<file path="src/rtl/fft_bfly_sched_if.sv">
// Control, operand-read, twiddle and write-back signals of the radix-2 butterfly scheduler.
// The hold input exists only when FFT_SCHED_STALL_EN is defined.
interface fft_bfly_sched_if;
    logic       start;
    logic       busy;
    logic       done;
    logic       rd_en;
    logic [7:0] rd_addr_p;
    logic [7:0] rd_addr_q;
    logic [6:0] tw_addr;
    logic       bf_en;
    logic       bf_vld;
    logic       wr_en;
    logic [7:0] wr_addr_p;
    logic [7:0] wr_addr_q;
    logic [2:0] stage;
    logic       err;
`ifdef FFT_SCHED_STALL_EN
    logic       hold;

    modport master (
        input  start, bf_vld, hold,
        output busy, done, rd_en, rd_addr_p, rd_addr_q, tw_addr, bf_en,
               wr_en, wr_addr_p, wr_addr_q, stage, err
    );
    modport slave (
        output start, bf_vld, hold,
        input  busy, done, rd_en, rd_addr_p, rd_addr_q, tw_addr, bf_en,
               wr_en, wr_addr_p, wr_addr_q, stage, err
    );
`else
    modport master (
        input  start, bf_vld,
        output busy, done, rd_en, rd_addr_p, rd_addr_q, tw_addr, bf_en,
               wr_en, wr_addr_p, wr_addr_q, stage, err
    );
    modport slave (
        output start, bf_vld,
        input  busy, done, rd_en, rd_addr_p, rd_addr_q, tw_addr, bf_en,
               wr_en, wr_addr_p, wr_addr_q, stage, err
    );
`endif
endinterface

</file>
<file path="src/rtl/fft_bfly_sched.sv">
// In-place radix-2 DIT address scheduler for a 256-point FFT (8 stages x 128 butterflies).
// Latency: first read 1 cycle after start, bf_en 1 cycle after rd_en, write-back when bf_vld returns.
// Backpressure: FFT_SCHED_STALL_EN adds hold, which freezes issue in RUN; write-back is never stalled.
module fft_bfly_sched (
    input  logic              clk,
    input  logic              rst_n,
    fft_bfly_sched_if.master  bus
);
    typedef enum logic [1:0] {IDLE, RUN, DRAIN, DONE} state_t;

    state_t      state_q, state_d;
    logic [6:0]  k_q, k_d;
    logic [2:0]  stage_q, stage_d;
    logic        rd_en_w, err_clr, hold_w;
    logic        err_q, bf_en_q;

`ifdef FFT_SCHED_STALL_EN
    assign hold_w = bus.hold;
`else
    assign hold_w = 1'b0;
`endif

    // Address FIFO: one {p,q} entry per issued butterfly, retired on bf_vld.
    logic [15:0] fifo_mem [8];
    logic [2:0]  wp_q, rp_q;
    logic [3:0]  cnt_q;
    logic        fifo_empty, fifo_full, push_ok, pop_ok;

    // p is k with a zero bit inserted at position stage; q sets that bit.
    logic [6:0]  lo_mask, j;
    logic [7:0]  p_calc, q_calc;
    logic [6:0]  tw_calc;
    logic [7:0]  p_last, q_last;
    logic [6:0]  tw_last;

    assign lo_mask = (7'd1 << stage_q) - 7'd1;
    assign j       = k_q & lo_mask;
    assign p_calc  = (({1'b0, k_q} >> stage_q) << ({1'b0, stage_q} + 4'd1)) | {1'b0, j};
    assign q_calc  = p_calc + (8'd1 << stage_q);
    assign tw_calc = j << (3'd7 - stage_q);

    always_ff @(posedge clk or negedge rst_n) begin
        if (!rst_n) begin
            state_q <= IDLE;
            k_q     <= '0;
            stage_q <= '0;
        end else begin
            state_q <= state_d;
            k_q     <= k_d;
            stage_q <= stage_d;
        end
    end

    always_comb begin
        state_d = state_q;
        k_d     = k_q;
        stage_d = stage_q;
        rd_en_w = 1'b0;
        err_clr = 1'b0;
        case (state_q)
            IDLE: begin
                if (bus.start) begin
                    state_d = RUN;
                    k_d     = '0;
                    stage_d = '0;
                    err_clr = 1'b1;
                end
            end
            RUN: begin
                if (!hold_w) begin
                    rd_en_w = 1'b1;
                    k_d     = k_q + 7'd1;
                    if (k_q == 7'd127) state_d = DRAIN;
                end
            end
            DRAIN: begin
                if (fifo_empty) begin
                    k_d = '0;
                    if (stage_q == 3'd7) begin
                        state_d = DONE;
                    end else begin
                        state_d = RUN;
                        stage_d = stage_q + 3'd1;
                    end
                end
            end
            DONE: begin
                state_d = IDLE;
                stage_d = '0;
            end
            default: state_d = IDLE;
        endcase
    end

    assign fifo_empty = (cnt_q == 4'd0);
    assign fifo_full  = (cnt_q == 4'd8);
    assign pop_ok     = bus.bf_vld && !fifo_empty;
    assign push_ok    = rd_en_w && (!fifo_full || pop_ok);

    always_ff @(posedge clk) begin
        if (push_ok) fifo_mem[wp_q] <= {p_calc, q_calc};
    end

    always_ff @(posedge clk or negedge rst_n) begin
        if (!rst_n) begin
            wp_q    <= '0;
            rp_q    <= '0;
            cnt_q   <= '0;
            bf_en_q <= 1'b0;
            err_q   <= 1'b0;
            p_last  <= '0;
            q_last  <= '0;
            tw_last <= '0;
        end else begin
            if (push_ok) wp_q <= wp_q + 3'd1;
            if (pop_ok)  rp_q <= rp_q + 3'd1;
            cnt_q   <= cnt_q + {3'd0, push_ok} - {3'd0, pop_ok};
            bf_en_q <= rd_en_w;
            err_q   <= (err_clr ? 1'b0 : err_q)
                     | (bus.bf_vld && fifo_empty)
                     | (rd_en_w && !push_ok);
            if (rd_en_w) begin
                p_last  <= p_calc;
                q_last  <= q_calc;
                tw_last <= tw_calc;
            end
        end
    end

    assign bus.busy      = (state_q != IDLE);
    assign bus.done      = (state_q == DONE);
    assign bus.stage     = stage_q;
    assign bus.err       = err_q;
    assign bus.rd_en     = rd_en_w;
    assign bus.rd_addr_p = rd_en_w ? p_calc  : p_last;
    assign bus.rd_addr_q = rd_en_w ? q_calc  : q_last;
    assign bus.tw_addr   = rd_en_w ? tw_calc : tw_last;
    assign bus.bf_en     = bf_en_q;
    assign bus.wr_en     = pop_ok;
    assign bus.wr_addr_p = pop_ok ? fifo_mem[rp_q][15:8] : 8'd0;
    assign bus.wr_addr_q = pop_ok ? fifo_mem[rp_q][7:0]  : 8'd0;
endmodule

</file>
<file path="src/flat_wrapper.sv">
// flat-port wrapper written by rule: the top's interface ports become plain ports
module fft_bfly_sched_flat 
  (clk, rst_n, bus_start, bus_bf_vld, bus_busy, bus_done, bus_rd_en, bus_rd_addr_p, bus_rd_addr_q, bus_tw_addr, bus_bf_en, bus_wr_en, bus_wr_addr_p, bus_wr_addr_q, bus_stage, bus_err);
  fft_bfly_sched_if bus_i ();
  input  logic clk;
  input  logic rst_n;
  input wire logic [$bits(bus_i.start)-1:0] bus_start;
  input wire logic [$bits(bus_i.bf_vld)-1:0] bus_bf_vld;
  output wire logic [$bits(bus_i.busy)-1:0] bus_busy;
  output wire logic [$bits(bus_i.done)-1:0] bus_done;
  output wire logic [$bits(bus_i.rd_en)-1:0] bus_rd_en;
  output wire logic [$bits(bus_i.rd_addr_p)-1:0] bus_rd_addr_p;
  output wire logic [$bits(bus_i.rd_addr_q)-1:0] bus_rd_addr_q;
  output wire logic [$bits(bus_i.tw_addr)-1:0] bus_tw_addr;
  output wire logic [$bits(bus_i.bf_en)-1:0] bus_bf_en;
  output wire logic [$bits(bus_i.wr_en)-1:0] bus_wr_en;
  output wire logic [$bits(bus_i.wr_addr_p)-1:0] bus_wr_addr_p;
  output wire logic [$bits(bus_i.wr_addr_q)-1:0] bus_wr_addr_q;
  output wire logic [$bits(bus_i.stage)-1:0] bus_stage;
  output wire logic [$bits(bus_i.err)-1:0] bus_err;
  assign bus_i.start = bus_start;
  assign bus_i.bf_vld = bus_bf_vld;
  assign bus_busy = bus_i.busy;
  assign bus_done = bus_i.done;
  assign bus_rd_en = bus_i.rd_en;
  assign bus_rd_addr_p = bus_i.rd_addr_p;
  assign bus_rd_addr_q = bus_i.rd_addr_q;
  assign bus_tw_addr = bus_i.tw_addr;
  assign bus_bf_en = bus_i.bf_en;
  assign bus_wr_en = bus_i.wr_en;
  assign bus_wr_addr_p = bus_i.wr_addr_p;
  assign bus_wr_addr_q = bus_i.wr_addr_q;
  assign bus_stage = bus_i.stage;
  assign bus_err = bus_i.err;
  fft_bfly_sched u_core (.clk(clk), .rst_n(rst_n), .bus(bus_i));
endmodule
</file>
<file path="config.mk">
export PLATFORM = sky130hd
export DESIGN_NAME = fft_bfly_sched_flat
export DESIGN_NICKNAME = d
export VERILOG_FILES = /design/src/rtl/fft_bfly_sched_if.sv /design/src/rtl/fft_bfly_sched.sv /design/src/flat_wrapper.sv
export SDC_FILE = /design/constraint.sdc
export NUM_CORES = 1
export LEC_CHECK = 0
export BUFFER_PORTS_ARGS = -buffer_cell sky130_fd_sc_hd__buf_2
export CAP_MARGIN = 20
export CORE_ASPECT_RATIO = 0.5
export CORE_MARGIN = 2
export CORE_UTILIZATION = 43
export DETAILED_ROUTE_END_ITERATION = 7
export PLACE_DENSITY = 0.63
export SLEW_MARGIN = 0
export SYNTH_ARGS = -nofsm -noshare
export SYNTH_HDL_FRONTEND = slang
export SYNTH_SLANG_ARGS = --single-unit
</file>
<file path="constraint.sdc">
create_clock -name clk -period 5.23 [get_ports clk]
set_clock_uncertainty 0.05 [all_clocks]
set_input_delay 0.523 -clock clk [delete_from_list [all_inputs] [get_ports clk]]
set_output_delay 0.523 -clock clk [all_outputs]
set_load 0.005 [all_outputs]
</file>
Yosys cells after proc, flatten, opt, wreduce, memory -nomap -nowiden
Memories as Yosys holds them, arrays and structs flattened.
Cells that the tools add are included.
Cells by class
  add/subtract/negate cells: 10
  mux-type cells: 23
  eq/ne operators: 10
  shift operators: 5
  bitwise operators: 4
  reductions and logical operators: 16
Operators with widths (count)
  8-bit two-way mux: 4
  7-bit two-way mux: 3
  7-bit case mux with 3 select lines: 1
  3-bit by 1-bit adder with 3-bit output, second input constant: 3
  3-bit two-way mux: 3
  3-bit case mux with 3 select lines: 1
  8-bit adder: 1
  2-bit two-way mux: 4
  8-bit by 7-bit OR with 8-bit output: 1
  2-bit case mux with 4 select lines: 1
  1-bit by 3-bit left shift with 8-bit output, first input constant: 1
  8-bit by 4-bit left shift with 8-bit output: 1
  7-bit by 3-bit >> shifter with 8-bit output: 1
  7-bit by 1-bit adder with 7-bit output, second input constant: 1
  7-bit bitwise AND: 1
  7-bit == test, second input constant: 1
  1-bit by 3-bit left shift with 7-bit output, first input constant: 1
  7-bit by 3-bit left shift with 7-bit output: 1
  7-bit by 1-bit subtractor with 7-bit output, second input constant: 1
  1-bit two-way mux: 6
  3-bit AND reduction: 2
  3-bit nonzero test: 2
  3-bit by 1-bit adder with 4-bit output, second input constant: 1
  4-bit by 1-bit adder with 4-bit output: 1
  other kinds (16): 25
Storage, ports and cells
  memories kept: 1
  logic and storage cells: 80
  output and inout port bits: 48
  register bits after elaboration: 47
  input bits: 4
  bits in writable memories: 128
Memory list
  u_core.fifo_mem: depth 8, width 16, rd ports 1, clocked after Yosys merged registers in 0, write ports 1, RTL line fft_bfly_sched.sv:24  | logic [15:0] fifo_mem [8];

Logic depth before layout (Yosys ltp)
Gate-level depths: netlist (run 1).
  depth in word-level cells: 8
  depth in mapped cells: 16
  gate-level depth less buffers: 14

Least setup slack after synthesis (run 1)
No wires, ideal clock.
  path type: reg2out
  start point: register u_core.stage_q[0] (netlist: u_core.bus.stage[0])
  end point: output port bus_rd_addr_q[6]
  buffers on the path: 4
  data arrival time: 3770 ps
  cell stages (with the launch flop): 17
  data required time: 4657 ps
  setup slack: 887 ps
  path through: dfrtp_1 buf_2 buf_4 inv_1 ha_1 clkbuf_1 clkbuf_1 o31ai_1 ha_1 inv_1 fa_1 nor2b_1 o21ai_0 a21oi_1 o21ai_0 nor3b_1 o31ai_1
Between the ends
  word-level cells in the longest chain between the ends: 6
  elaborated cells on any way between the ends: 10
  those cells by class: 3 x add/sub; 4 x shift; 1 x mux; 2 x bitwise
RTL lines
  start, declared: RTL line fft_bfly_sched.sv:13  | logic [2:0] stage_q, stage_d;
  start signal, assigned: RTL line fft_bfly_sched.sv:50  | stage_q <= stage_d;
  1-bit by 3-bit left shift with 7-bit output: RTL line fft_bfly_sched.sv:36  | assign lo_mask = (7'd1 << stage_q) - 7'd1;
  7-bit by 1-bit subtractor with 7-bit output: RTL line fft_bfly_sched.sv:36
  7-bit bitwise AND: RTL line fft_bfly_sched.sv:37  | assign j = k_q & lo_mask;
  8-bit by 7-bit OR with 8-bit output *: RTL line fft_bfly_sched.sv:38  | assign p_calc = (({1'b0, k_q} >> stage_q) << ({1'b0, stage_q} + 4'd1)) | {1'b0, j};
  via u_core.p_calc[0]: RTL line fft_bfly_sched.sv:31  | logic [7:0] p_calc, q_calc;
  8-bit adder *: RTL line fft_bfly_sched.sv:39  | assign q_calc = p_calc + (8'd1 << stage_q);
  8-bit two-way mux *: RTL line fft_bfly_sched.sv:136  | assign bus.rd_addr_q = rd_en_w ? q_calc : q_last;
  end, declared: RTL line flat_wrapper.sv:13  | output wire logic [$bits(bus_i.rd_addr_q)-1:0] bus_rd_addr_q;
The timed path passes the listed nets; every way through them passes the cells marked *.

Worst setup path in the final report (run 1)
  start point: register u_core.stage_q[1] (netlist: u_core.bus.stage[1])
  end point: output port bus_rd_addr_q[7]
The elaborated chain is that of the path after synthesis.

==> impl_metrics.ini, run 1 <==
[drt]
drt_iter0_markers = 381
viasPerCell = 5.54
postRouteAntennaNets = 0
totalWireLength_mm = 18.2
vias = 4933
drc = 0
wire_per_inst_microns = 20.5
first_pass_iters = 4

[sta]
max_freq_mhz = 203
hold_viol = 0
grt_setup_unrepaired = false
final-setup-viol-count = 0
tightest_slew_ns = 0.955
max-slew-margin-rel = 0.359
setup_tns_ns = 0
slew_viol_final = 0
period_minus_slack_ns = 4.94
period_share = 0.944

[floorplan]
die-area_sq_um = 19900
io_pins = 52
die_w_microns = 198
coreArea_sq_um = 18400
initial_core_util = 0.438
die_h_microns = 101
std_cell_rows = 35

[logic_synthesis]
syn_nets = 604
async_flop_share = 0.269
synth_cell_types = 53
syn_area_per_cell_sq_um = 14.0
yosysSeqAreaShare = 0.623
syn-instance-count = 576
yosysWarnings = 0
synth_ff_type = edfxtp_1
synth_area_sq_um = 8060
synth_edf_count = 128
ys_ff_latch = 175

[placed_design]
portBuffers = 51
gp_congestion = 0.865
place.detailed.hpwl_mm = 11.7
dp.cells = 857

[status]
status = completed

[critical_path]
required_ns = 4.66
arrival_ns = 4.36
crit_fanout = 19
worst_setup_path_start_kind = flop
end_kind = primary output
reg2reg_slack_ns = 1.05
critPathKind = flop to primary output

[clock_tree]
cts.clk_slew.worst_paths_ns = 0.07
post_cts_buffers = 0
h-tree-depth = 4
clk_latency_ns = 0.42
cts_tree = done
numCtsBuffers = 17
clock_path_buffers = 2
cts_root_buf = clkbuf_16
clock_sinks = 175

[cells_and_area]
final_cell_mix = edfxtp_1 (128), nand2_1 (51), buf_2 (51), nor2_1 (44), dfrtp_1 (44)
final_nets = 665
syn_to_final_growth_pct = 15.3
diodes = 0
layout-drive-gt1-share = 0.252
stdcell_count = 890
final_common_cell = edfxtp_1

[worst_hold_path]
hp-class = primary input to asynchronous set/reset pin

[global_route]
grt_max_degree = 48
grt_pass1_wl_mm = 28.8
grt.total_usage = 0.196
overflow = 0
antenna_found_initial = 0
grt_pass1_vias = 5024

[power]
cellPowerDensity_nw_per_um2 = 641
ir_drop_uv = 260
total_leakage_power_nw = 3.61

[job]
cap_violations = 0
==> stage by stage <==
step / hold slack (ns) / cell area [sq um] / total power, mW / worst slack, ns / utilization
after global routing: 0.0534 / 9290 / 6.34 / 0.000350 / 0.505
after global placement: 0.399 / 8690 / 4.70 / 0.865 / 0.473
after detailed placement: 0.404 / 8690 / 4.76 / 0.754 / 0.473
after floorplan: 0.177 / 8060 / 3.83 / 0.887 / -
final: 0.0270 / 9290 / 5.96 / 0.295 / 0.505
after CTS: 0.292 / 9270 / 6.01 / 0.268 / 0.504
==> timing repair <==
item / 4_1_cts / 5_1_grt
hold endpoints to repair: 0 / 0
hold buffers: 0 / 0
setup endpoints to repair: 0 / 1
gates resized for setup: 0 / 1
==> state kept, by name, indices dropped and copies added, names as in the netlist <==
register and count:
u_core.k_q 7, u_core.bus.stage 3, u_core.fifo_mem 128, u_core.p_last 8
u_core.q_last 8, u_core.bus.bf_en 1, u_core.state_q 2, u_core.rp_q 3
u_core.bus.err 1, u_core.wp_q 3, u_core.cnt_q 4, u_core.tw_last 7
==> report_power, final <==
part | total, mW | internal, mW | switching [mW]
registers | 2.37 | 2.09 | 0.273
clock network | 1.24 | 0.640 | 0.600
logic | 2.36 | 1.00 | 1.35
==> critical path: stages, from the launching register on <==
cell,delay [ns]
dfrtp_1,0.74
inv_1,0.24
ha_1,0.60
nor2_1,0.09
a22oi_1,0.18
buf_4,0.16
inv_1,0.16
ha_1,0.34
a21oi_1,0.15
nor2b_1,0.07
o31a_1,0.26
o41ai_1,0.36
xnor3_1,0.32
o21ai_2,0.14
buf_2,0.13
==> logic make-up after synthesis <==
kind of cell | Yosys count | synth area share
flops | 175 | 0.623
simple gates | 144 | 0.0806
compound gates | 91 | 0.0742
mux | 70 | 0.140
buf+inv | 61 | 0.0301
fa+ha+maj | 24 | 0.0391
xor+xnor | 11 | 0.0137
==> final cells by class <==
cell class,instances,area (sq um)
Timing Repair Buffer,77,463
Tap cell,240,300
Fill cell,1573,9100
Multi-Input combinational cell,340,2830
Clock inverter,15,155
Inverter,26,97.6
Clock buffer,17,425
Sequential cell,175,5020
==> metal layers <==
| layer | vias up | track usage | routed length (microns) |
|---|---|---|---|
| met1 | 2502 | 0.279 | 8530 |
| met2 | 144 | 0.308 | 8490 |
| met5 | - | 0 | 0 |
| met3 | 21 | 0.0388 | 1010 |
| met4 | 0 | 0.0567 | 195 |
| li1 | 2266 | - | - |
==> final timing paths <==
path,start,cells past startpoint,to
worst max register to register,u_core.bus.stage[1],13,u_core.fifo_mem[5][6]
worst max-delay path,u_core.bus.stage[1],14,bus_rd_addr_q[7]
worst min register to register,u_core.q_last[7],2,u_core.q_last[7]
min in group clk,bus_start,3,u_core.bus.err
max in group asynchronous,rst_n,2,u_core.rp_q[0]
worst min-delay path,rst_n,1,u_core.k_q[6]
==> synth_stat cells (3+ instances only) <==
master    number  share of area
edfxtp_1     128           0.48
nand2_1       51          0.024
dfrtp_1       47           0.15
nor2_1        44          0.020
mux4_2        33          0.092
o21ai_0       31          0.019
mux2i_1       28          0.035
inv_1         26          0.012
ha_1          22          0.034
clkbuf_1      21         0.0098
a21oi_1       13         0.0081
nand3_1       12         0.0075
mux2_2         9          0.013
buf_2          8         0.0050
nor2b_1        8         0.0062
nand2b_1       7         0.0054
xnor2_1        7         0.0076
a31oi_1        6         0.0047
o31ai_1        6         0.0056
and2_1         5         0.0039
buf_1          5         0.0023
nor3b_1        5         0.0047
nor3_1         4         0.0025
a22oi_1        3         0.0028
and3_1         3         0.0023
o21a_1         3         0.0028
o21ai_1        3         0.0019
o221ai_1       3         0.0033
o22ai_1        3         0.0023
xor2_1         3         0.0033
No activity file was read; power rests on OpenSTA's default activity.
==> inputs of run 2 (changes only) <==
- PLACE_DENSITY: 0.63 -> 0.56
==> impl_metrics.ini, run 2 (synthesis results as in run 1) <==
[critical_path]
critical_path.most_common_cell = ha_1
r2r-start = u_core.bus.stage[0]
cp_slowest_cell = dfrtp_1
end_kind = primary output
reg2reg_slack_ns = 1.08
reg2regPathDepth = 14
crit_chain = buf_4, ha_1, ha_1, nand2_1, nor2_1, a22oi_2, inv_1, ha_1, a21oi_1, nor2b_1, o31a_1, o41ai_1, xnor3_1, o21ai_2, buf_2
endpoint = bus_rd_addr_q[7]
worst_setup_path_start_kind = flop
arrival_ns = 4.19
crit_start = u_core.bus.stage[0]
required_ns = 4.66
critPathKind = flop to primary output
critical_path.max_stage_delay_ns = 0.44
crit_fanout = 20
r2r-end = u_core.fifo_mem[6][6]

[power]
p_seq_frac = 0.387
p_int_mw = 3.91
fin_total_pwr_mw = 6.09
pwr-share-comb = 0.383
total_leakage_power_nw = 3.65
clkPwrFrac = 0.229
cellPowerDensity_nw_per_um2 = 650
switching_share = 0.358
p_sw_mw = 2.18
ir_drop_uv = 259

[sta]
max-slew-margin-rel = 0.378
period_minus_slack_ns = 4.76
hold_ws_ns = 0.157
grt_setup_unrepaired = false
tightest_slew_ns = 0.930
period_share = 0.911
layout_setup_ws_ns = 0.465
setup_tns_ns = 0
slew_viol_final = 0
final-setup-viol-count = 0
hold_viol = 0
max_freq_mhz = 210

[drt]
wl_met2_mm = 8.43
m1WireLength_mm = 8.86
postRouteAntennaNets = 0
totalWireLength_mm = 18.3
vias = 4890
wire_per_inst_microns = 20.5
dr_wl_met3_microns = 737
viasPerCell = 5.49
route.top_layer_used = met4
drc = 0
drt_iter0_markers = 370
first_pass_iters = 5

[cells_and_area]
syn_to_final_growth_pct = 16.2
stdcell_count = 891
stdcell_area_sq_um = 9370
final_cell_mix = edfxtp_1 (128), nand2_1 (51), buf_2 (51), nor2_1 (44), dfrtp_1 (44)
diodes = 0
layout-drive-gt1-share = 0.255
largest-register = u_core.fifo_mem
final_common_cell = edfxtp_1
reg_top3 = u_core.fifo_mem: 128 flops, u_core.p_last: 8 flops, u_core.q_last: 8 flops
final_nets = 666
largest_reg_flops = 128
finish.utilization = 0.509

[floorplan]
coreArea_sq_um = 18400
initial_core_util = 0.438
die_w_microns = 198
io_pins = 52
std_cell_rows = 35
die_h_microns = 101
die-area_sq_um = 19900

[global_route]
grt.total_usage = 0.193
antenna_found_initial = 0
grt_pass1_wl_mm = 28.3
overflow = 0
grt_pass1_vias = 4758
grt_max_degree = 48

[placed_design]
placed_cell_area_sq_um = 8710
post-place-ws_ns = 0.709
dp.cells = 859
portBuffers = 51
gp_congestion = 0.917
place.detailed.hpwl_mm = 11.8

[job]
cap_violations = 0

[clock_tree]
cts.clk_slew.worst_paths_ns = 0.07
cts_tree = done
clk_latency_ns = 0.42
numCtsBuffers = 17
cts_hold_buf = 0
clock_sinks = 175
cts_root_buf = clkbuf_16
h-tree-depth = 4
clock_path_buffers = 2

[status]
status = completed

[worst_hold_path]
hp-class = primary input to asynchronous set/reset pin
==> run 2: cell types whose count changed in the layout (fill, tap and decap cells not counted) <==
cell / change
inv_8: -3
inv_6: -3
buf_4: +2
clkinv_2: +1
a22oi_1: -1
bufinv_16: +4
buf_12: -1
a22oi_2: +1
clkinvlp_4: -1
clkinv_4: +2
==> run 2: final cells by class <==
class / instances / area [sq um]
inverter: 26 / 97.6
timing repair buffer: 78 / 458
multi-input combinational: 340 / 2830
sequential: 175 / 5020
fill: 1612 / 9020
tap: 240 / 300
clock buffer: 17 / 425
clock inverter: 15 / 230
==> run 2: worst min-delay path by stage <==
stage | start | end | slack [ns] | depth (start not counted)
finish | rst_n | u_core.cnt_q[3] | 0.16 | 2
global placement | u_core.p_last[0] | u_core.p_last[0] | 0.40 | 2
floorplan | rst_n | u_core.bus.bf_en | 0.18 | 0
detailed placement | u_core.q_last[7] | u_core.q_last[7] | 0.41 | 2
CTS | rst_n | u_core.wp_q[0] | 0.17 | 2
global route | rst_n | u_core.rp_q[2] | 0.21 | 2
==> run 2: timing repair <==
action	CTS	global route
gates resized for setup	0	2
setup endpoints to repair	0	2
buffers inserted	0	0
==> run 2: worst max-delay path: cells and delay by family (launching register included) <==
kind	cells	cell delay [ns]
flip-flops	1	0.44
adder cells (fa/ha/maj)	3	0.93
buffers and inverters	3	0.58
AO/OA/AOI/OAI	5	1.12
AND/OR/NAND/NOR	3	0.37
XOR/XNOR	1	0.32
==> run 2: power by group through the flow <==
stage          Sequential [mW]  Combinational (mW)  Clock [mW]
6_report                  2.36                2.34        1.40
5_1_grt                   2.41                2.58        1.47
4_1_cts                   2.37                2.36        1.42
3_5_place_dp              2.40                2.36           0
3_3_place_gp              2.38                2.32           0
2_1_floorplan             2.21                1.62           0
==> run 2: metal layers <==
| layer | vias up | track usage |
|---|---|---|
| met5 | - | 0 |
| met4 | 0 | 0.0445 |
| met3 | 20 | 0.0408 |
| met2 | 138 | 0.305 |
| met1 | 2459 | 0.276 |
| li1 | 2273 | - |
==> inputs of run 3 (changes only) <==
- RECOVER_POWER: default -> 50
==> impl_metrics.ini, run 3 (synthesis results as in run 1) <==
[placed_design]
gp_congestion = 0.917
place.detailed.hpwl_mm = 11.8
dp.cells = 859
post-place-ws_ns = 0.709
placed_cell_area_sq_um = 8710
portBuffers = 51

[floorplan]
coreArea_sq_um = 18400
std_cell_rows = 35
die_h_microns = 101
io_pins = 52
die-area_sq_um = 19900
die_w_microns = 198
initial_core_util = 0.438

[clock_tree]
clock_sinks = 175
cts.clk_slew.worst_paths_ns = 0.07
h-tree-depth = 4
clock_path_buffers = 2
post_cts_buffers = 0
cts_root_buf = clkbuf_16
cts_tree = done
clk_latency_ns = 0.42
numCtsBuffers = 17

[cells_and_area]
layout-drive-gt1-share = 0.227
final_cell_mix = edfxtp_1 (128), nand2_1 (51), buf_2 (47), nor2_1 (44), dfrtp_1 (44)
stdcell_area_sq_um = 9320
diodes = 0
stdcell_count = 891
final_common_cell = edfxtp_1
finish.utilization = 0.507
largest-register = u_core.fifo_mem
reg_top3 = u_core.fifo_mem: 128 flops, u_core.p_last: 8 flops, u_core.q_last: 8 flops
final_nets = 666
syn_to_final_growth_pct = 15.6
largest_reg_flops = 128

[critical_path]
crit_fanout = 20
critical-path-top-delay-family = compound AO/OA/AOI/OAI gates
critical_path.max_stage_delay_ns = 0.44
cp.depth = 15
critical_path.most_common_cell = ha_1
arrival_ns = 4.18
reg2reg_slack_ns = 1.13
worst_setup_path_start_kind = flop
crit_buf_inv = 3
critPathKind = flop to primary output
end_kind = primary output
required_ns = 4.66
reg2regPathDepth = 14
r2r-start = u_core.bus.stage[0]
crit_chain = buf_4, ha_1, ha_1, nand2_1, nor2_1, a22oi_2, inv_1, ha_1, a21oi_1, nor2b_1, o31a_1, o41ai_1, xnor3_1, o21ai_2, buf_2
r2r-end = u_core.fifo_mem[6][6]
cp_slowest_cell = dfrtp_1

[power]
cellPowerDensity_nw_per_um2 = 651
ir_drop_uv = 259
fin_total_pwr_mw = 6.06
total_leakage_power_nw = 3.60

[worst_hold_path]
hp-class = primary input to flop
min-delay-start = bus_start
holdPathEnd = u_core.bus.err
worstHoldPathCells = 3

[global_route]
grt_pass1_vias = 4758
grt.total_usage = 0.193
overflow = 0
grt_pass1_wl_mm = 28.3
antenna_found_initial = 0
grt_max_degree = 48

[sta]
max-slew-margin-rel = -0.795
hold_viol = 0
max_freq_mhz = 210
slew_viol_final = 48
setup_tns_ns = 0
period_minus_slack_ns = 4.76
period_share = 0.909
grt_setup_unrepaired = false
layout_setup_ws_ns = 0.474
tightest_slew_ns = 2.69
hold_ws_ns = 0.364
final-setup-viol-count = 0

[drt]
route.top_layer_used = met4
viasPerCell = 5.49
drc = 0
first_pass_iters = 5
vias = 4892
dr_wl_met3_microns = 665
wire_per_inst_microns = 20.5
m1WireLength_mm = 8.85
totalWireLength_mm = 18.3
wl_met2_mm = 8.48
drt_iter0_markers = 363
postRouteAntennaNets = 0

[status]
violations = capacitance limit, slew limit
status = finished with violations

[job]
cap_violations = 1
## run 3: cell types whose count changed in the layout (fill, tap and decap cells not counted), sizes merged
cell / change
buf: -12
clkbuf: +12
## run 3: area by class of cell
cell class / count / area [sq um]
Multi-Input combinational cell: 340 / 2820
Clock buffer: 17 / 425
Sequential cell: 175 / 5020
Timing Repair Buffer: 78 / 423
Clock inverter: 15 / 230
Inverter: 26 / 97.6
Tap cell: 240 / 300
Fill cell: 1624 / 9070
## run 3: how the worst max path moves through the flow
stage	from	end	slack [ns]
final	u_core.bus.stage[0]	bus_rd_addr_q[7]	0.47
after detailed placement	u_core.bus.stage[1]	bus_rd_addr_q[7]	0.71
after floorplan	u_core.bus.stage[0]	bus_rd_addr_q[6]	0.89
after global routing	u_core.bus.stage[2]	bus_rd_addr_q[6]	0.08
after global placement	u_core.bus.stage[1]	bus_rd_addr_q[7]	0.72
after CTS	u_core.bus.stage[1]	bus_rd_addr_q[7]	0.23
## run 3: power breakdown
part / switching [mW] / leakage, nW / total, mW / internal [mW]
registers: 0.262 / 1.78 / 2.36 / 2.10
logic: 1.34 / 1.51 / 2.31 / 0.973
clock network: 0.573 / 0.313 / 1.39 / 0.819
total: 2.17 / 3.60 / 6.06 / 3.89
## run 3: timing repair
item                       4_1_cts  5_1_grt
hold buffers                     0        0
resized for setup                0        2
setup endpoints to repair        0        2
## run 3: worst min-delay path: cells and delay by family
kind,cells,cell delay (ns)
buf+inv,1,0.10
compound gates,1,0.12
simple gates,1,0.05
## run 3: per-layer routing
metal,up-vias,GRT usage
li1,2271,-
met1,2470,0.276
met2,128,0.305
met3,23,0.0408
met4,0,0.0445
met5,-,0
